===== config.mk =====
export PLATFORM = sky130hd
export DESIGN_NAME = jk_updown_counter
export DESIGN_NICKNAME = d
export VERILOG_FILES = /design/src/rtl/jk_updown_counter.sv
export SDC_FILE = /design/constraint.sdc
export NUM_CORES = 1
export LEC_CHECK = 0
export ABC_AREA = 1
export CORE_MARGIN = 2
export CORE_UTILIZATION = 42
export CTS_CLUSTER_SIZE = 20
export DETAILED_ROUTE_END_ITERATION = 8
export PLACE_DENSITY = 0.77
export SLEW_MARGIN = 20
export SYNTH_ARGS = -nofsm -noshare
export SYNTH_HDL_FRONTEND = slang
export SYNTH_SLANG_ARGS = --single-unit

===== constraint.sdc =====
create_clock -name clk -period 2.6 [get_ports clk]
set_clock_uncertainty 0.2 [all_clocks]
set_input_delay 0.65 -clock clk [delete_from_list [all_inputs] [get_ports clk]]
set_output_delay 0.65 -clock clk [all_outputs]
set_load 0.005 [all_outputs]

===== src/rtl/jk_updown_counter.sv =====
// Modulo-MODULUS up/down counter whose bits update through JK toggle cells.
// Define JK_CNT_SATURATE_EN to saturate at the limits instead of wrapping (wrap tied low).
module jk_updown_counter #(
    parameter int WIDTH   = 4,
    parameter int MODULUS = 10
) (
    input  logic             clk,
    input  logic             rst,
    input  logic             en,
    input  logic             up,
    input  logic             load,
    input  logic [WIDTH-1:0] din,
    output logic [WIDTH-1:0] q,
    output logic [WIDTH-1:0] jv,
    output logic [WIDTH-1:0] kv,
    output logic             tc,
    output logic             wrap
);

    localparam logic [WIDTH:0] MAX = (WIDTH+1)'(MODULUS - 1);

    logic [WIDTH:0]   q_ext;
    logic [WIDTH:0]   din_ext;
    logic [WIDTH:0]   nxt_ext;
    logic [WIDTH-1:0] nxt;

    assign q_ext   = {1'b0, q};
    assign din_ext = {1'b0, din};

    always_comb begin
        nxt_ext = q_ext;
        if (load) begin
            nxt_ext = (din_ext > MAX) ? MAX : din_ext;
        end else if (en) begin
            // an upset value beyond the legal range recovers to 0 in either direction
            if (q_ext > MAX) begin
                nxt_ext = '0;
            end else if (up) begin
                if (q_ext == MAX) begin
`ifdef JK_CNT_SATURATE_EN
                    nxt_ext = MAX;
`else
                    nxt_ext = '0;
`endif
                end else begin
                    nxt_ext = q_ext + (WIDTH+1)'(1);
                end
            end else begin
                if (q_ext == '0) begin
`ifdef JK_CNT_SATURATE_EN
                    nxt_ext = '0;
`else
                    nxt_ext = MAX;
`endif
                end else begin
                    nxt_ext = q_ext - (WIDTH+1)'(1);
                end
            end
        end
        nxt = nxt_ext[WIDTH-1:0];
    end

    // J only where a bit rises, K only where it falls, so J&K never coincide
    assign jv = ~q & nxt;
    assign kv = q & ~nxt;

    assign tc = en & ~load & (up ? (q_ext == MAX) : (q_ext == '0));

    always_ff @(posedge clk) begin
        if (rst) begin
            q    <= '0;
            wrap <= 1'b0;
        end else begin
            for (int unsigned i = 0; i < WIDTH; i++) begin
                case ({jv[i], kv[i]})
                    2'b10:   q[i] <= 1'b1;
                    2'b01:   q[i] <= 1'b0;
                    2'b11:   q[i] <= ~q[i];
                    default: q[i] <= q[i];
                endcase
            end
`ifdef JK_CNT_SATURATE_EN
            wrap <= 1'b0;
`else
            wrap <= tc;
`endif
        end
    end

endmodule

Word-level counts from Yosys, hierarchy flattened
Cells that the tools add are included.
{"block": "totals", "reg_bits": 5, "inputBits": 9}
{"block": "op_classes", "n_addsub": 2, "order_cmp": 2, "n_eq_ne": 13, "muxes": 12, "bitwise_logic": 11, "n_reduce_logical": 5}
{"op": "$mux W4", "n": 7}
{"op": "$eq A2 B2 Y1 const B", "n": 8}
{"op": "$pmux W1 S3", "n": 4}
{"op": "$reduce_bool A3 Y1", "n": 4}
{"op": "$and A4 B4 Y4", "n": 2}
{"op": "$eq A2 B1 Y1 const B", "n": 4}
{"op": "$gt A4 B4 Y1 const B", "n": 2}
{"op": "$not A4 Y4", "n": 2}
{"op": "$logic_not A5 Y1", "n": 1}
{"op": "$not A1 Y1", "n": 5}
{"op": "$add A4 B1 Y4 const B", "n": 1}
{"op": "$eq A4 B4 Y1 const B", "n": 1}
{"op": "$sub A4 B1 Y4 const B", "n": 1}
{"op": "$and A1 B1 Y1", "n": 2}
{"op": "$mux W1", "n": 1}

Depth between registers and ports, before layout
Gate-level depths: netlist (run 1).
{"block": "depth", "ltp_word": 10, "mapped_depth": 14, "ltp_nobuf": 13}

Worst setup path before layout (run 1)
OpenSTA, ideal clock, no wires.
{"block": "synth_timing", "path_kind": "input-to-output", "start": "input load", "end": "output jv[0]", "arrival_time_ns": 1.455, "required_time_ns": 1.750, "setup_slack_ns": 0.295, "path_stages": 5, "path_buffers": 1, "path_cell_list": "buf_2 inv_1 o31ai_1 inv_1 ha_1"}
{"block": "synth_between", "elab_chain_cells": 2}
{"element": "start, declared", "line": "11", "text": "input logic load,"}
{"element": "$mux W4", "line": "32", "text": "if (load) begin"}
{"element": "$and A4 B4 Y4", "line": "64", "text": "assign jv = ~q & nxt;"}
{"element": "end, declared", "line": "14", "text": "output logic [WIDTH-1:0] jv,"}
Every way passes these cells.

Worst setup path after layout (run 1)
{"block": "layout_timing", "start": "input din[3]", "end": "output jv[0]"}
{"block": "layout_between", "elab_chain_cells": 4}
{"element": "start, declared", "line": "12", "text": "input logic [WIDTH-1:0] din,"}
{"element": "$gt A4 B4 Y1", "line": "33", "text": "nxt_ext = (din_ext > MAX) ? MAX : din_ext;"}
{"element": "$mux W4", "line": "33"}
{"element": "$mux W4", "line": "32"}
{"element": "$and A4 B4 Y4", "line": "64"}
Every way passes these cells.

==> results of run 1 <==
==> kinds of logic (layout without fill, tap and decap cells) <==
| group | count (synthesis) | count (layout) | synth area share (%) |
|---|---|---|---|
| compound gates | 20 | 20 | 18.1 |
| fa+ha+maj | 10 | 10 | 20.6 |
| buf+inv | 21 | 65 | 15.1 |
| flops | 5 | 5 | 16.5 |
| simple gates | 42 | 42 | 29.7 |
==> final timing paths <==
check	slack [ns]	end	depth (start not counted)
worst min register to register	0.35	q[3]	3
worst min-delay path	0.35	q[3]	3
worst max-delay path	0.02	jv[0]	8
worst max register to register	0.55	q[1]	12
==> flip-flops by register name, summed over array words and instances (netlist names) <==
| name | cells |
|---|---|
| wrap | 1 |
| q | 4 |
==> critical path, stage by stage <==
cell,delay [ns]
dlygate4sd2_1,0.26
inv_1,0.07
nor2_1,0.04
o31ai_1,0.19
buf_4,0.16
inv_1,0.05
ha_1,0.17
buf_2,0.13
==> per-stage QoR <==
step,util [%],total power [mW]
finish,80.1,0.980
global route,80.1,1.08
CTS,76.0,0.891
detailed placement,72.1,0.795
global placement,72.1,0.772
floorplan,-,0.504
==> cell type report <==
cell class              count  area share, %
multi-input cells          72           44.1
inverters                  18           6.41
well taps                  15           1.78
flip-flops and latches      5           10.4
clock buffers               4           2.49
repair buffers             43           34.8
==> layer usage <==
layer | global-route usage, % | up-vias
li1 | - | 406
met1 | 24.1 | 381
met2 | 39.1 | 31
met3 | 2.59 | 8
met4 | 11.3 | 0
met5 | 0 | -
==> power by group <==
group	switching (mW)	total (mW)	leakage [nW]	internal, mW
registers	0.0532	0.173	0.0431	0.119
logic	0.354	0.716	0.489	0.362
clock network	0.0333	0.0914	0.0150	0.0581
==> cells in the final DEF, fill, tap and decap left out, drive strengths merged <==
cell and n:
buf 24, nor2 18, inv 18, nand2 15, a21oi 11, ha 10, clkbuf 8, nand3 7
clkdlybuf4s50 6, o21ai 6, clkdlybuf4s15 5, dfxtp 5, dlygate4sd2 3, o31ai 1, o211ai 1, o22ai 1
nor3 1, nor4 1, dlymetal6s2s 1
==> timing repair <==
| action | 4_1_cts | 5_1_grt |
|---|---|---|
| buffers inserted | 2 | 2 |
| pin swaps | 6 | 11 |
| endpoints found under the setup margin | 9 | 6 |
| cloned | 0 | 0 |
| resized for setup | 43 | 23 |
==> key figures, run 1 <==
Logic synthesis
  • Yosys warns: 0
  • Synth Cell Area: 607 um2
  • Fraction of synthesis flops using an asynchronous set or reset pin: 0%
  • Number of flops mapped to enable cells by yosys: 0
  • Library cell occupying the most area in the post-synthesis netlist: ha_1
  • Number of register bits inferred by synthesis: 5
  • Ys flop type: dfxtp_1
  • Most numerous cell in the Yosys netlist: nor2_1
  • Ranking of synthesized cells by area: ha_1 (21%), dfxtp_1 (16%), nor2_1 (9.9%), inv_1 (9.3%), nand2_1 (9.3%)
  • Cells after synthesis: 98
  • Top cell type's share of synthesized area: 20.6%
  • Sequential cell area fraction in the yosys report: 16.5%
  • Mean instance size in the synthesized netlist: 6.19 um2
  • Syn Nets: 117
  • List of most frequent post-synthesis cells: nor2_1 (16), inv_1 (15), nand2_1 (15)
  • Unique masters post-synth: 21

Clocking
  • Inserted Clock Buffers: 3
  • Clock tree from TritonCTS: yes
  • Bufs on Longest Clock Path: 2
  • Hold_buf cts: 0
  • Clock transition at the registers of the reported paths: 0.04 ns
  • Skew-Pair Late Insertion Delay: 0.24 ns
  • Clock root buffer: clkbuf_4
  • Total clock sinks: 5
  • H-tree Lvls: 1

Route
  • Detailed-router iteration count before antenna repair: 4
  • Met3 routed WL: 82 um
  • Detailed-route wire length: 1.91 mm
  • Met2 layer wire length in the routed design: 1.03 mm
  • Wirelength per Cell: 12.2 um
  • Post-route ant nets: 0
  • Drt via density: 5.26
  • Number of violations reported at the end of detailed-routing iteration 0: 24
  • Total number of vias: 826
  • Top routing layer in use: met4
  • Metal-1 WL: 740 um
  • Residual DRC count: 0

Floorplanning
  • Cell row count: 13
  • Count of pins on the block boundary: 23
  • Initial standard-cell utilization of the core: 46.1%
  • Total Die Area: 1760 um2
  • Chip height: 42.0 um
  • Chip Width: 42.0 um
  • Floorplan Core Area: 1320 um2

Setup path
  • Worst setup path startpoint: din[3]
  • Worst setup path class: input pin to primary output
  • Worst flop-to-flop path startpoint: q[1]
  • Crit path launch type: input pin
  • Setup crit end kind: primary output
  • Critical Path RT: 1.75 ns
  • Critical Path Fanout Max: 2
  • Data arrival time of the worst path: 1.73 ns

Placement
  • Post-Place Setup Slack: -0.639 ns
  • Routability-driven placement congestion ratio: 0.907
  • Area after detailed placement: 950 um2
  • Dpl cells: 149
  • Number of port buffers: 22
  • HPWL after detailed placement: 1.32 mm

Final layout
  • Register Area: 110 um2
  • Final standard cell count with taps included and fillers excluded: 157
  • Final layout net count: 162
  • Filler cells: 99
  • Antenna Cells: 0
  • Area of all placed cells without fillers: 1050 um2
  • Proportion of layout cells with a drive suffix above 1: 40.1%
  • Layout-stage area growth over the synthesis result: 73.8%
  • Multi-input gate area: 465 um2

Power and ir drop
  • Total leakage power: 0.547 nW
  • Max rail drop VDD: 740 uV
  • Power density relative to cell area: 929 nW/um2

Timing
  • Total of endpoints with negative setup slack in the final report: 0
  • Number of max-slew violations in the final report: 0
  • Final worst path period share: 99.1%
  • Final setup slack of the worst path: 0.0232 ns
  • Final period demand of the worst path: 2.58 ns
  • Actual transition at the worst max-transition pin: 0.211 ns
  • Hold violation total from the final report: 0
  • Setup TNS: 0 ns
  • Final-layout worst hold slack: 0.352 ns
  • Maximum achievable frequency: 0.388 GHz
  • Unrepaired setup endpoints after global routing: true
  • Max-slew headroom: 85.8%

Status
  • Result of the run: finished, final reports clean

Global route
  • Largest net degree at the start of global routing: 8
  • Grt total ovfl: 0
  • Initial antenna violation count: 0
  • Vias in the first global route: 746
  • Combined global-route utilization of all metal layers: 21.5%
  • Wire length of the first global-routing pass: 3.02 mm

Run
  • Total of max-cap violations: 0

Min path
  • Hold Crit Class: flop to flop
  • Start point of the worst hold path: q[3]
Power figures use the tool's default switching activity.
==> run 2, diff against run 1 <==
Clock period 2.6 ns to 2.8 ns, I/O delays scaled along.
==> run 2 against run 1 <==
Critical path depth stayed put. Via count is 7.1% lower. Clock-buffer cell count stayed put. Design area is 8.2% lower. Clock power is 4.4% lower.
==> key figures, run 2 (synthesized netlist as in run 1, its figures left out) <==
Timing
  • Actual transition at the worst max-transition pin: 0.239 ns (was 0.211 ns)
  • Unrepaired setup endpoints after global routing: true (unchanged)
  • Number of max-slew violations in the final report: 0 (unchanged)
  • Max-slew headroom: 84.0% (was 85.8%)
  • Hold violation total from the final report: 0 (unchanged)
  • Maximum achievable frequency: 0.363 GHz
  • Final setup slack of the worst path: 0.0485 ns (was 0.0232 ns)
  • Final worst path period share: 98.3%
  • Final period demand of the worst path: 2.75 ns
  • Total of endpoints with negative setup slack in the final report: 0 (unchanged)
  • Setup TNS: 0 ns (unchanged)

Setup path
  • Setup crit end kind: primary output (unchanged)
  • Crit-path cells: dlygate4sd2_1 -> buf_4 -> a21oi_1 -> nand2_1 -> o21ai_2 -> inv_2 -> ha_1 -> clkdlybuf4s15_1 (was dlygate4sd2_1 -> inv_1 -> nor2_1 -> o31ai_1 -> buf_4 -> inv_1 -> ha_1 -> buf_2)
  • Slowest cell on the critical path: dlygate4sd2_1 (unchanged)
  • Delay of the slowest cell on the worst path: 0.27 ns (was 0.26 ns)
  • Critical Path Fanout Max: 4 (was 2)
  • Data arrival time of the worst path: 1.85 ns (was 1.73 ns)
  • Critical Path RT: 1.90 ns (was 1.75 ns)
  • Worst setup path class: input pin to primary output (unchanged)
  • Crit path launch type: input pin (unchanged)

Placement
  • Dpl cells: 146 (was 149)
  • HPWL after detailed placement: 1.37 mm (was 1.32 mm)
  • Number of port buffers: 22 (unchanged)
  • Post-Place Setup Slack: -0.586 ns (was -0.639 ns)
  • Routability-driven placement congestion ratio: 0.860 (was 0.907)

Clocking
  • Inserted Clock Buffers: 3 (unchanged)
  • Bufs on Longest Clock Path: 2 (unchanged)
  • H-tree Lvls: 1 (unchanged)
  • Skew-Pair Late Insertion Delay: 0.25 ns (was 0.24 ns)
  • Total clock sinks: 5 (unchanged)
  • Clock transition at the registers of the reported paths: 0.05 ns (was 0.04 ns)
  • Clock tree from TritonCTS: yes (unchanged)
  • Hold_buf cts: 0 (unchanged)
  • Clock root buffer: clkbuf_4 (unchanged)

Route
  • Total number of vias: 767 (was 826)
  • Residual DRC count: 0 (unchanged)
  • Drt via density: 5.05 (was 5.26)
  • Post-route ant nets: 0 (unchanged)
  • Detailed-router iteration count before antenna repair: 4 (unchanged)
  • Detailed-route wire length: 1.72 mm (was 1.91 mm)
  • Number of violations reported at the end of detailed-routing iteration 0: 16 (was 24)
  • Wirelength per Cell: 11.3 um (was 12.2 um)

Floorplanning
  • Chip Width: 42.0 um (unchanged)
  • Floorplan Core Area: 1320 um2 (unchanged)
  • Chip height: 42.0 um (unchanged)
  • Cell row count: 13 (unchanged)
  • Initial standard-cell utilization of the core: 46.1% (unchanged)
  • Total Die Area: 1760 um2 (unchanged)
  • Count of pins on the block boundary: 23 (unchanged)

Final layout
  • Largest registers ranked by flip-flop count: q (4), wrap (1) (unchanged)
  • Final layout net count: 157 (was 162)
  • Commonest cells after routing, fill and taps aside: buf_4 (16), inv_1 (14), nor2_1 (14), nand2_1 (14) (was buf_4 (19), nor2_1 (15), nand2_1 (14))
  • Share of the core filled with cells in the final layout: 73.5% (was 80.1%)
  • Most frequent standard cell in the layout excluding fill and tap cells: buf_4 (unchanged)
  • Proportion of layout cells with a drive suffix above 1: 29.2% (was 40.1%)
  • Antenna Cells: 0 (unchanged)
  • Filler cells: 105 (was 99)
  • Register with the highest flop count: q (unchanged)
  • Final standard cell count with taps included and fillers excluded: 152 (was 157)
  • Number of flip-flops in the largest register: 4 (unchanged)
  • Layout-stage area growth over the synthesis result: 59.6% (was 73.8%)

Global route
  • Grt total ovfl: 0 (unchanged)
  • Largest net degree at the start of global routing: 9 (was 8)
  • Combined global-route utilization of all metal layers: 21.6% (was 21.5%)
  • Vias in the first global route: 745 (was 746)
  • Wire length of the first global-routing pass: 2.99 mm (was 3.02 mm)
  • Initial antenna violation count: 0 (unchanged)

Run
  • Total of max-cap violations: 0 (unchanged)

Power and ir drop
  • Power density relative to cell area: 834 nW/um2 (was 929 nW/um2)
  • Total leakage power: 0.531 nW (was 0.547 nW)
  • Power, Total: 808 uW (was 980 uW)
  • Max rail drop VDD: 624 uV (was 740 uV)

Min path
  • Hold Crit Class: flop to flop (unchanged)

Status
  • Result of the run: finished, final reports clean (unchanged)
[run 2: critical path, delay by kind of cell]
family          cells  cell delay (ns)
buf+inv             4             0.67
fa+ha+maj           1             0.19
simple gates        1             0.08
compound gates      2             0.20
[run 2: metrics by stage]
step                instance area [um2]  hold slack (ns)
floorplan                           607            0.355
global placement                    927            0.380
detailed placement                  927            0.398
CTS                                 957            0.402
global route                        968            0.396
finish                              968            0.352
[run 2: area by class of cell]
cell class | count | area [um2] | area share (%)
Clock buffer | 4 | 26.3 | 2.71
Multi-Input combinational cell | 72 | 439 | 45.3
Timing Repair Buffer | 38 | 313 | 32.3
Inverter | 18 | 67.6 | 6.98
Sequential cell | 5 | 104 | 10.7
Tap cell | 15 | 18.8 | 1.94
[run 2: per-layer routing]
metal	part of all wire (%)	vias up	routed length [um]	global-route usage, %
li1	-	391	-	-
met1	42	353	727	23.9
met2	52	19	903	40.0
met3	4.2	4	72	3.02
met4	1.2	0	21	10.0
met5	0	-	0	0
[run 2: what timing repair did]
action / in CTS / in global routing
setup endpoints to repair: 9 / 8
resized for setup: 32 / 8
pin swaps: 7 / 1
buffers inserted: 2 / 0
cloned: 0 / 0
[run 2: worst paths after layout]
path              depth (start not counted)  startpoint     to  slack (ns)
hold / removal                            3        q[3]   q[3]        0.35
setup / recovery                          8        load  jv[2]        0.05
hold reg to reg                           3        q[3]   q[3]        0.35
setup reg to reg                         11        q[2]   q[0]        0.85
[run 2: power breakdown]
group          internal, mW  total, mW  switching (mW)
clock network        0.0541     0.0874          0.0333
registers             0.104      0.162          0.0577
logic                 0.276      0.559           0.283
